==> src/rtl/four_bit_up_down_counter.sv <==
// Synchronous up/down counter with synchronous reset, parallel load, hold and
// modulo wrap-around. Tc flags the cycle in which the next edge would wrap.
module four_bit_up_down_counter #(
  parameter int WIDTH = 4
) (
  input  logic             Clk,
  input  logic             Reset,
  input  logic             Load,
  input  logic             Count_en,
  input  logic             Up,
  input  logic [WIDTH-1:0] Count_in,
  output logic [WIDTH-1:0] Count_out,
  output logic             Tc
);

  logic [WIDTH-1:0] cnt_reg;
  logic [WIDTH-1:0] cnt_next;
  logic             at_max;
  logic             at_min;

  // Load beats counting; reset is handled in the register itself.
  always_comb begin
    cnt_next = cnt_reg;
    if (Load) begin
      cnt_next = Count_in;
    end else if (Count_en) begin
      if (Up) begin
        cnt_next = cnt_reg + 1'b1;
      end else begin
        cnt_next = cnt_reg - 1'b1;
      end
    end
  end

  always_ff @(posedge Clk) begin
    if (Reset) begin
      cnt_reg <= '0;
    end else begin
      cnt_reg <= cnt_next;
    end
  end

  assign at_max    = &cnt_reg;
  assign at_min    = ~|cnt_reg;
  assign Count_out = cnt_reg;
  // Only a real counting step can wrap, so Load and Reset suppress the flag.
  assign Tc        = Count_en & ~Load & ~Reset & ((Up & at_max) | (~Up & at_min));

endmodule

==> config.mk <==
export PLATFORM = sky130hd
export DESIGN_NAME = four_bit_up_down_counter
export DESIGN_NICKNAME = d
export VERILOG_FILES = /design/src/rtl/four_bit_up_down_counter.sv
export SDC_FILE = /design/constraint.sdc
export NUM_CORES = 1
export LEC_CHECK = 0
export ABC_AREA = 1
export CORE_AREA = 2 2 39 41
export DETAILED_ROUTE_END_ITERATION = 6
export DIE_AREA = 0 0 41 43
export SYNTH_ARGS = -nofsm -noshare
export SYNTH_HDL_FRONTEND = slang
export SYNTH_SLANG_ARGS = --single-unit
==> constraint.sdc <==
create_clock -name Clk -period 1.3 [get_ports Clk]
set_clock_uncertainty 0.1 [all_clocks]
set_input_delay 0.26 -clock Clk [delete_from_list [all_inputs] [get_ports Clk]]
set_output_delay 0.26 -clock Clk [all_outputs]
set_load 0.01 [all_outputs]
Word-level counts from Yosys, hierarchy flattened
Cells that the tools add are included.
W data, S select, Z words.
{ "op_classes": {"n_bitwise": 9, "addsub": 2, "n_reduce_logical": 4, "muxes": 3} }
{ "op_table": {"columns": ["operator", "n"], "rows": [
  ["$mux W4", 3],
  ["$and A1 B1 Y1", 5],
  ["$add A4 B1 Y4 const B", 1],
  ["$reduce_and A4 Y1", 1],
  ["$reduce_or A4 Y1", 1],
  ["$sub A4 B1 Y4 const B", 1],
  ["$not A1 Y1", 3],
  ["$reduce_bool A2 Y1", 1],
  ["$logic_not A1 Y1", 1],
  ["$or A1 B1 Y1", 1]
]} }
{ "word_totals": {"regBits": 4, "wordCells": 19, "input_bits": 9, "output_inout_bits": 5} }

Logic depth before layout (Yosys ltp)
Gate-level depths: netlist of the first run.
{ "logic_depth": {"word_depth": 5, "depth_mapped": 8} }

Least setup slack after synthesis of the first run
No wires, ideal clock.
{ "synth_timing": {"kind": "reg2reg", "start": "register cnt_reg[2], in the netlist Count_out[2]", "end": "register cnt_reg[3], in the netlist Count_out[3]", "arrival_time_ps": 1096, "required_time_ps": 1080, "stages_incl_launch_ff": 7, "n_path_buf": 0, "setup_ps": 120, "setup_slack_ps": -16, "path_cell_list": "dfxtp_1 ha_1 or2_1 nand2_1 nand2_1 nand3_1 a21oi_1"} }
{ "synth_via": {"elab_chain_cells": 4, "elab_cells_between_ends": 5} }
{ "synth_lines": {"columns": ["element", "line", "text"], "rows": [
  ["from (decl)", "16", "logic [WIDTH-1:0] cnt_reg;"],
  ["from (signal assigned)", "39", "cnt_reg <= cnt_next;"],
  ["$sub A4 B1 Y4 / $add A4 B1 Y4 (equally long branches)", "30, 28", null],
  ["$mux W4 (*)", "27", "if (Up) begin"],
  ["$mux W4 (*)", "26", "end else if (Count_en) begin"],
  ["$mux W4 (*)", "24", "if (Load) begin"]
]} }
Mark *: on every way between the ends. The rest lies on a longest branch, timed or not. The select of a mux whose other input is x is not followed.
A chain may end at the register's enable or synchronous reset.

Worst setup path in the final report of the first run
{ "layout_timing": {"start": "input Reset", "end": "output Tc"} }
{ "layout_via": {"elab_chain_cells": 3} }
{ "layout_lines": {"columns": ["element", "line", "text"], "rows": [
  ["from (decl)", "7", "input logic Reset,"],
  ["$not A1 Y1", "47", "assign Tc = Count_en & ~Load & ~Reset & ((Up & at_max) | (~Up & at_min));"],
  ["$and A1 B1 Y1 (2 in a row)", "47", null],
  ["to (decl)", "13", "output logic Tc"]
]} }
No other way between the ends.

==> impl_results.md, run 1 <==
* Max IR drop VDD at 374 uV
* Status: complete, but fails checks
* Min cycle time layout at 1.50 ns
* Worst Path Arrival at 1.14 ns
* Switch share at 0.299
* Drt wl/cell at 9.87 um
* Initial antenna violation count at 0
* Max capacitance violation total at 0
* Startpoint types: input pin
* Post-route DRC at 0
* Cell row count at 14
* Syn_area_per_cell at 6.65 sq um
* Placed Area at 547 sq um
* Clock power frac at 0.322
* Die Ht at 43 um
* R2r setup slk at -0.13 ns
* H-tree depth at 1
* Largest net degree at the start of global routing at 6
* Mapped Cells at 48
* Setup TNS at -0.486 ns
* Max reg flops at 4
* Num CTS Buffers at 3
* Iter 0 DRT Violations at 4
* Ranking of synthesized cells by area: dfxtp_1 25%, nand2_1 20%, ha_1 7.8%
* Fillers at 145
* Grt ovf at 0
* First-pass GRT wire length at 1.55 mm
* Combinational share of power at 0.381
* TritonCTS clock tree: yes
* Longest Clk Path Bufs at 2
* Post-Syn Area at 319 sq um
* Post-DRT Antenna Nets at 0
* Failing checks: setup timing
* Post-synthesis net count at 60
* Final period util at 1.15
* Pre-antenna DRT Iters at 5
* Flop pwr share at 0.296
* Root Buffer: clkbuf_4
* LEAKAGE at 0.304 nW
* Buffers on Ports at 13
* Final instance area at 599 sq um
* Hold_buf cts at 0
* Synth warn at 0
* DRT Wirelength at 898 um
* Hold Fails Final Rpt at 0
* DR vias at 398
* Class of the worst hold path: in -> reg
* Vias/cell at 4.37
* CP max FO at 2
* Internal power at 0.000343 W
* Skew-Pair Late Insertion Delay at 0.23 ns
* Yosys reg bits at 4
* FMAX at 666 MHz
* Power, Total at 0.000489 W
* Initial Util at 0.231
* Vias in the first global route at 368
* Post-synth top area share at 0.251
* Sink Count at 4
* Share of cells above drive strength 1 at 0.493
* Cell taking the most area after synthesis: dfxtp_1
* Placer Congestion at 0.813
* Synth cell types at 17
* Core area at 0.00138 sq mm
* Psw at 0.000146 W
* GRT Total Usage at 0.129
* # setup viols final at 4
* Fin nets at 89
* CP required at 0.94 ns
* Register area share after synthesis at 0.251
* P per Cell Area at 817 mW/mm^2
* CTS clock-pin slew for the worst setup and hold paths at 0.04 ns
* Die area at 0.00176 sq mm
* Final worst slack at -0.201 ns
* Die W at 41 um
* Headroom to the max-slew limit at 0.867
* Unrepaired setup endpoints after global routing: yes
* Ant diodes at 0
* CP Class: in -> out
* CP endpoint kind: primary output
* Num ports at 14
* Slew @ Worst Pin at 0.199 ns
* Count of pins over their slew limit at 0
* Area grow syn2layout at 87.8%
==> synth_stat cells (all sizes together) <==
cell / n
dfxtp: 4
or2: 1
ha: 2
xor2: 1
nor2: 3
inv: 8
a22oi: 3
a21oi: 1
a31oi: 1
nand3: 2
fa: 1
o21ai: 3
nor4: 1
nand2: 17
==> logic make-up (layout without fill, tap and decap cells) <==
group	Yosys count	after routing	share of synthesized area
AO/OA/AOI/OAI	8	8	0.153
adder cells (fa/ha/maj)	3	3	0.141
flip-flops	4	4	0.251
AND/OR/NAND/NOR	24	24	0.333
buffers and inverters	8	35	0.0941
XOR/XNOR	1	1	0.0275
==> power groups by stage <==
| stage | Clock [W] | Sequential (W) | Combinational [W] |
|---|---|---|---|
| detailed placement | 0 | 0.000144 | 0.000170 |
| global placement | 0 | 0.000144 | 0.000168 |
| global route | 0.000178 | 0.000147 | 0.000207 |
| floorplan | 0 | 0.000152 | 0.0000650 |
| finish | 0.000158 | 0.000145 | 0.000187 |
| CTS | 0.000166 | 0.000144 | 0.000173 |
==> critical path: stages <==
cell	delay (ns)
clkdlybuf4s50_1	0.45
nor4_2	0.27
buf_2	0.16
==> per-stage QoR <==
step | cells | worst slack [ns] | utilization | hold WS (ns)
after floorplan | 48 | 0.0295 | - | 0.222
after global placement | 87 | -0.810 | 0.395 | 0.519
after detailed placement | 87 | -0.835 | 0.395 | 0.515
after CTS | 90 | -0.245 | 0.421 | 0.383
after global routing | 91 | -0.299 | 0.433 | 0.422
final | 91 | -0.201 | 0.433 | 0.384
==> final cells by class <==
type                            count  area (sq um)  area share
Clock buffer                        3          22.5      0.0376
Inverter                            8          30.0      0.0501
Multi-Input combinational cell     36           236       0.395
Sequential cell                     4          85.1       0.142
Tap cell                           16          20.0      0.0334
Timing Repair Buffer               24           205       0.342
==> final timing paths <==
path	start	to	depth (start not counted)
setup reg to reg	Count_out[0]	Count_out[1]	7
hold reg to reg	Count_out[2]	Count_out[2]	3
setup / recovery	Reset	Tc	3
hold / removal	Count_en	Count_out[2]	4
==> routing by layer <==
metal / routed length (um) / GRT usage / vias to the layer above
met5: 0 / 0 / -
met4: 0 / 0.0600 / 0
met3: 52 / 0.0209 / 0
met2: 437 / 0.188 / 10
met1: 408 / 0.179 / 179
li1: - / - / 209
==> cell usage in the layout, fill, tap and decap left out <==
| master | instances |
|---|---|
| dlygate4sd2_1 | 1 |
| a31oi_1 | 1 |
| nor2_1 | 1 |
| dfxtp_2 | 4 |
| buf_4 | 7 |
| buf_6 | 5 |
| ha_4 | 1 |
| ha_1 | 1 |
| clkbuf_4 | 3 |
| dlymetal6s2s_1 | 1 |
| inv_1 | 4 |
| inv_2 | 4 |
| nand2_1 | 14 |
| xor2_1 | 1 |
| fa_2 | 1 |
| nand2_2 | 3 |
| clkdlybuf4s50_1 | 5 |
| or2_4 | 1 |
| nor2_2 | 2 |
| a22oi_1 | 3 |
| o21ai_1 | 3 |
| a21oi_1 | 1 |
| nand3_1 | 2 |
| clkbuf_2 | 2 |
| nor4_2 | 1 |
| buf_2 | 3 |
==> timing repair <==
action	CTS	global route
buffers inserted	0	1
cloned	0	0
pin swaps	5	6
endpoints found under the setup margin	9	9
gates resized for setup	26	16
Power figures use the tool's default switching activity.
==> run 2, diff against run 1 <==
- DONT_BUFFER_PORTS: unset -> 1
==> run 2 against run 1 <==
  * Via count fell by 12%
  * Clock-buffer cell count did not move
  * Largest power group is now the clock network
  * Combinational power fell by 40%
  * Routed wire length fell by 9.1%
  * Power fell by 14%
  * Final area fell by 26%
  * Cell count fell by 16%
  * First-iteration DRC count rose by 75%
  * Highest routed layer unchanged
  * Critical path type is now reg -> out
  * The flow still finishes with violations (setup timing)
==> impl_results.md, run 2 (synthesis results as in run 1) <==
* Failing checks: setup timing
* Skew-Pair Late Insertion Delay at 0.24 ns (about the same)
* FMAX at 654 MHz (-1.9%)
* Startpoint types: register
* Slew @ Worst Pin at 0.317 ns (+0.118 ns)
* Root Buffer: clkbuf_4
* Post CTS Setup Buffer Count at 0 (unchanged)
* Class of the worst hold path: in -> reg
* First-pass GRT wire length at 1.39 mm (-11%)
* Final worst slack at -0.230 ns (-0.0289 ns)
* Vias in the first global route at 321 (-13%)
* Num ports at 14 (unchanged)
* Core area at 0.00138 sq mm (unchanged)
* Status: complete, but fails checks
* CP top delay family: flip-flops
* Commonest non-fill, non-tap cell in the layout: nand2_1
* Share of cells above drive strength 1 at 0.350 (-0.143)
* Max reg flops at 4 (unchanged)
* Placer Congestion at 0.734 (-9.7%)
* DR vias at 349 (-12%)
* Placed Area at 402 sq um (-27%)
* Pre-antenna DRT Iters at 5 (unchanged)
* DRT Wirelength at 816 um (-9.1%)
* Worst Path Arrival at 1.17 ns (+0.03 ns)
* Post-DP HPWL at 625 um
* Cell row count at 14 (unchanged)
* H-tree depth at 1 (unchanged)
* Buffers on Ports at 0 (-13)
* CP required at 0.94 ns (about the same)
* Final period util at 1.18 (+0.0223)
* Headroom to the max-slew limit at 0.788 (-0.0792)
* Final instance area at 442 sq um (-26%)
* Max IR drop VDD at 488 uV (+30%)
* Initial antenna violation count at 0 (unchanged)
* Grt ovf at 0 (unchanged)
* Critical Path, Cell by Cell: o21ai_0, nand2_1, nor4_2, buf_4
* Min cycle time layout at 1.53 ns (+0.0289 ns)
* Placed insts at 72 (-17%)
* Hold Fails Final Rpt at 0 (unchanged)
* Largest net degree at the start of global routing at 7 (+1)
* TritonCTS clock tree: yes
* Crit-path max cell delay at 0.35 ns (-0.10 ns)
* Iter 0 DRT Violations at 7 (+3)
* Fin nets at 74 (-17%)
* Critical Path Start: Count_out[0]
* CP max FO at 5 (+3)
* GRT Total Usage at 0.118 (-0.0112)
* Post-route DRC at 0 (unchanged)
* Die Ht at 43 um (unchanged)
* Initial Util at 0.231 (unchanged)
* Drt wl/cell at 10.7 um (+8.8%)
* Non-filler instance count after layout at 76 (-16%)
* Die W at 41 um (unchanged)
* Post-DRT Antenna Nets at 0 (unchanged)
* Min-delay src: Reset
* Die area at 0.00176 sq mm (unchanged)
* CP Class: reg -> out
* Count of pins over their slew limit at 0 (unchanged)
* CTS clock-pin slew for the worst setup and hold paths at 0.04 ns (about the same)
* Vias/cell at 4.59 (+5.0%)
* Num CTS Buffers at 3 (unchanged)
* Worst hold margin at 0.0699 ns (-0.314 ns)
* Worst r2r src: Count_out[2]
* Power, Total at 0.000419 W (-14%)
* P per Cell Area at 948 mW/mm^2 (+16%)
* Longest Clk Path Bufs at 2 (unchanged)
* Crit path buf inv count at 1 (-1)
* Unrepaired setup endpoints after global routing: yes
* Sink Count at 4 (unchanged)
* Area grow syn2layout at 38.4%
* Setup TNS at -0.230 ns (+0.256 ns)
* Max capacitance violation total at 0 (unchanged)
* LEAKAGE at 0.226 nW (-26%)
* CP endpoint kind: primary output
* Fillers at 151 (+4.1%)
* Most frequent cells in the layout: 17 x nand2_1, 8 x buf_4, 4 x inv_1, 4 x inv_2
* Ant diodes at 0 (unchanged)
* Highest-delay cell along the critical path: dfxtp_4
* # setup viols final at 1 (-3)
-- run 2: cell types whose count changed in the layout (fill, tap and decap cells not counted), moves of 2 or more --
cell             delta
buf_2               -3
buf_6               -5
clkbuf_2            -2
clkdlybuf4s50_1     -5
dfxtp_2             -2
dfxtp_4             +2
nand2_1             +3
nand2_2             -3
-- run 2: final timing paths --
kind,end,slack [ns],cells past startpoint
setup / recovery,Tc,-0.23,4
hold / removal,Count_out[0],0.07,3
setup reg to reg,Count_out[3],0.05,6
hold reg to reg,Count_out[1],0.52,4
-- run 2: area by class of cell --
class | instances | area, sq um | share of cell area
Multi-Input combinational cell | 36 | 209 | 0.473
Sequential cell | 4 | 90.1 | 0.204
Timing Repair Buffer | 9 | 70.1 | 0.159
Inverter | 8 | 30.0 | 0.0680
Clock buffer | 3 | 22.5 | 0.0510
Tap cell | 16 | 20.0 | 0.0453
-- run 2: per-layer routing --
layer  share of wire  vias to the layer above  wire, um  track usage
li1                -                      181         -            -
met1            0.45                      156       368        0.149
met2            0.43                       12       352        0.153
met3            0.12                        0        96       0.0838
met4               0                        0         0       0.0400
met5               0                        -         0            0
-- run 2: repair_timing --
action / CTS / global route
hold buffers: 1 / 0
endpoints found under the setup margin: 2 / 3
endpoints found under the hold margin: 2 / 0
resized for setup: 3 / 4
pin swaps: 0 / 0
-- run 2: through the flow --
stage | utilization | setup slack [ns]
after floorplan | - | 0.0295
after global placement | 0.290 | -0.00729
after detailed placement | 0.290 | -0.0535
after CTS | 0.316 | -0.236
after global routing | 0.319 | -0.275
final | 0.319 | -0.230
-- run 2: power breakdown --
part	internal, W	switching (W)
clock	0.000104	0.0000553
sequential	0.000134	0.0000129
combinational	0.0000565	0.0000564
total	0.000294	0.000125
-- run 2: tightest hold or removal path, delay by kind of cell --
family / cells / cell delay [ns]
buffers and inverters: 2 / 0.06
AND/OR/NAND/NOR: 1 / 0.06
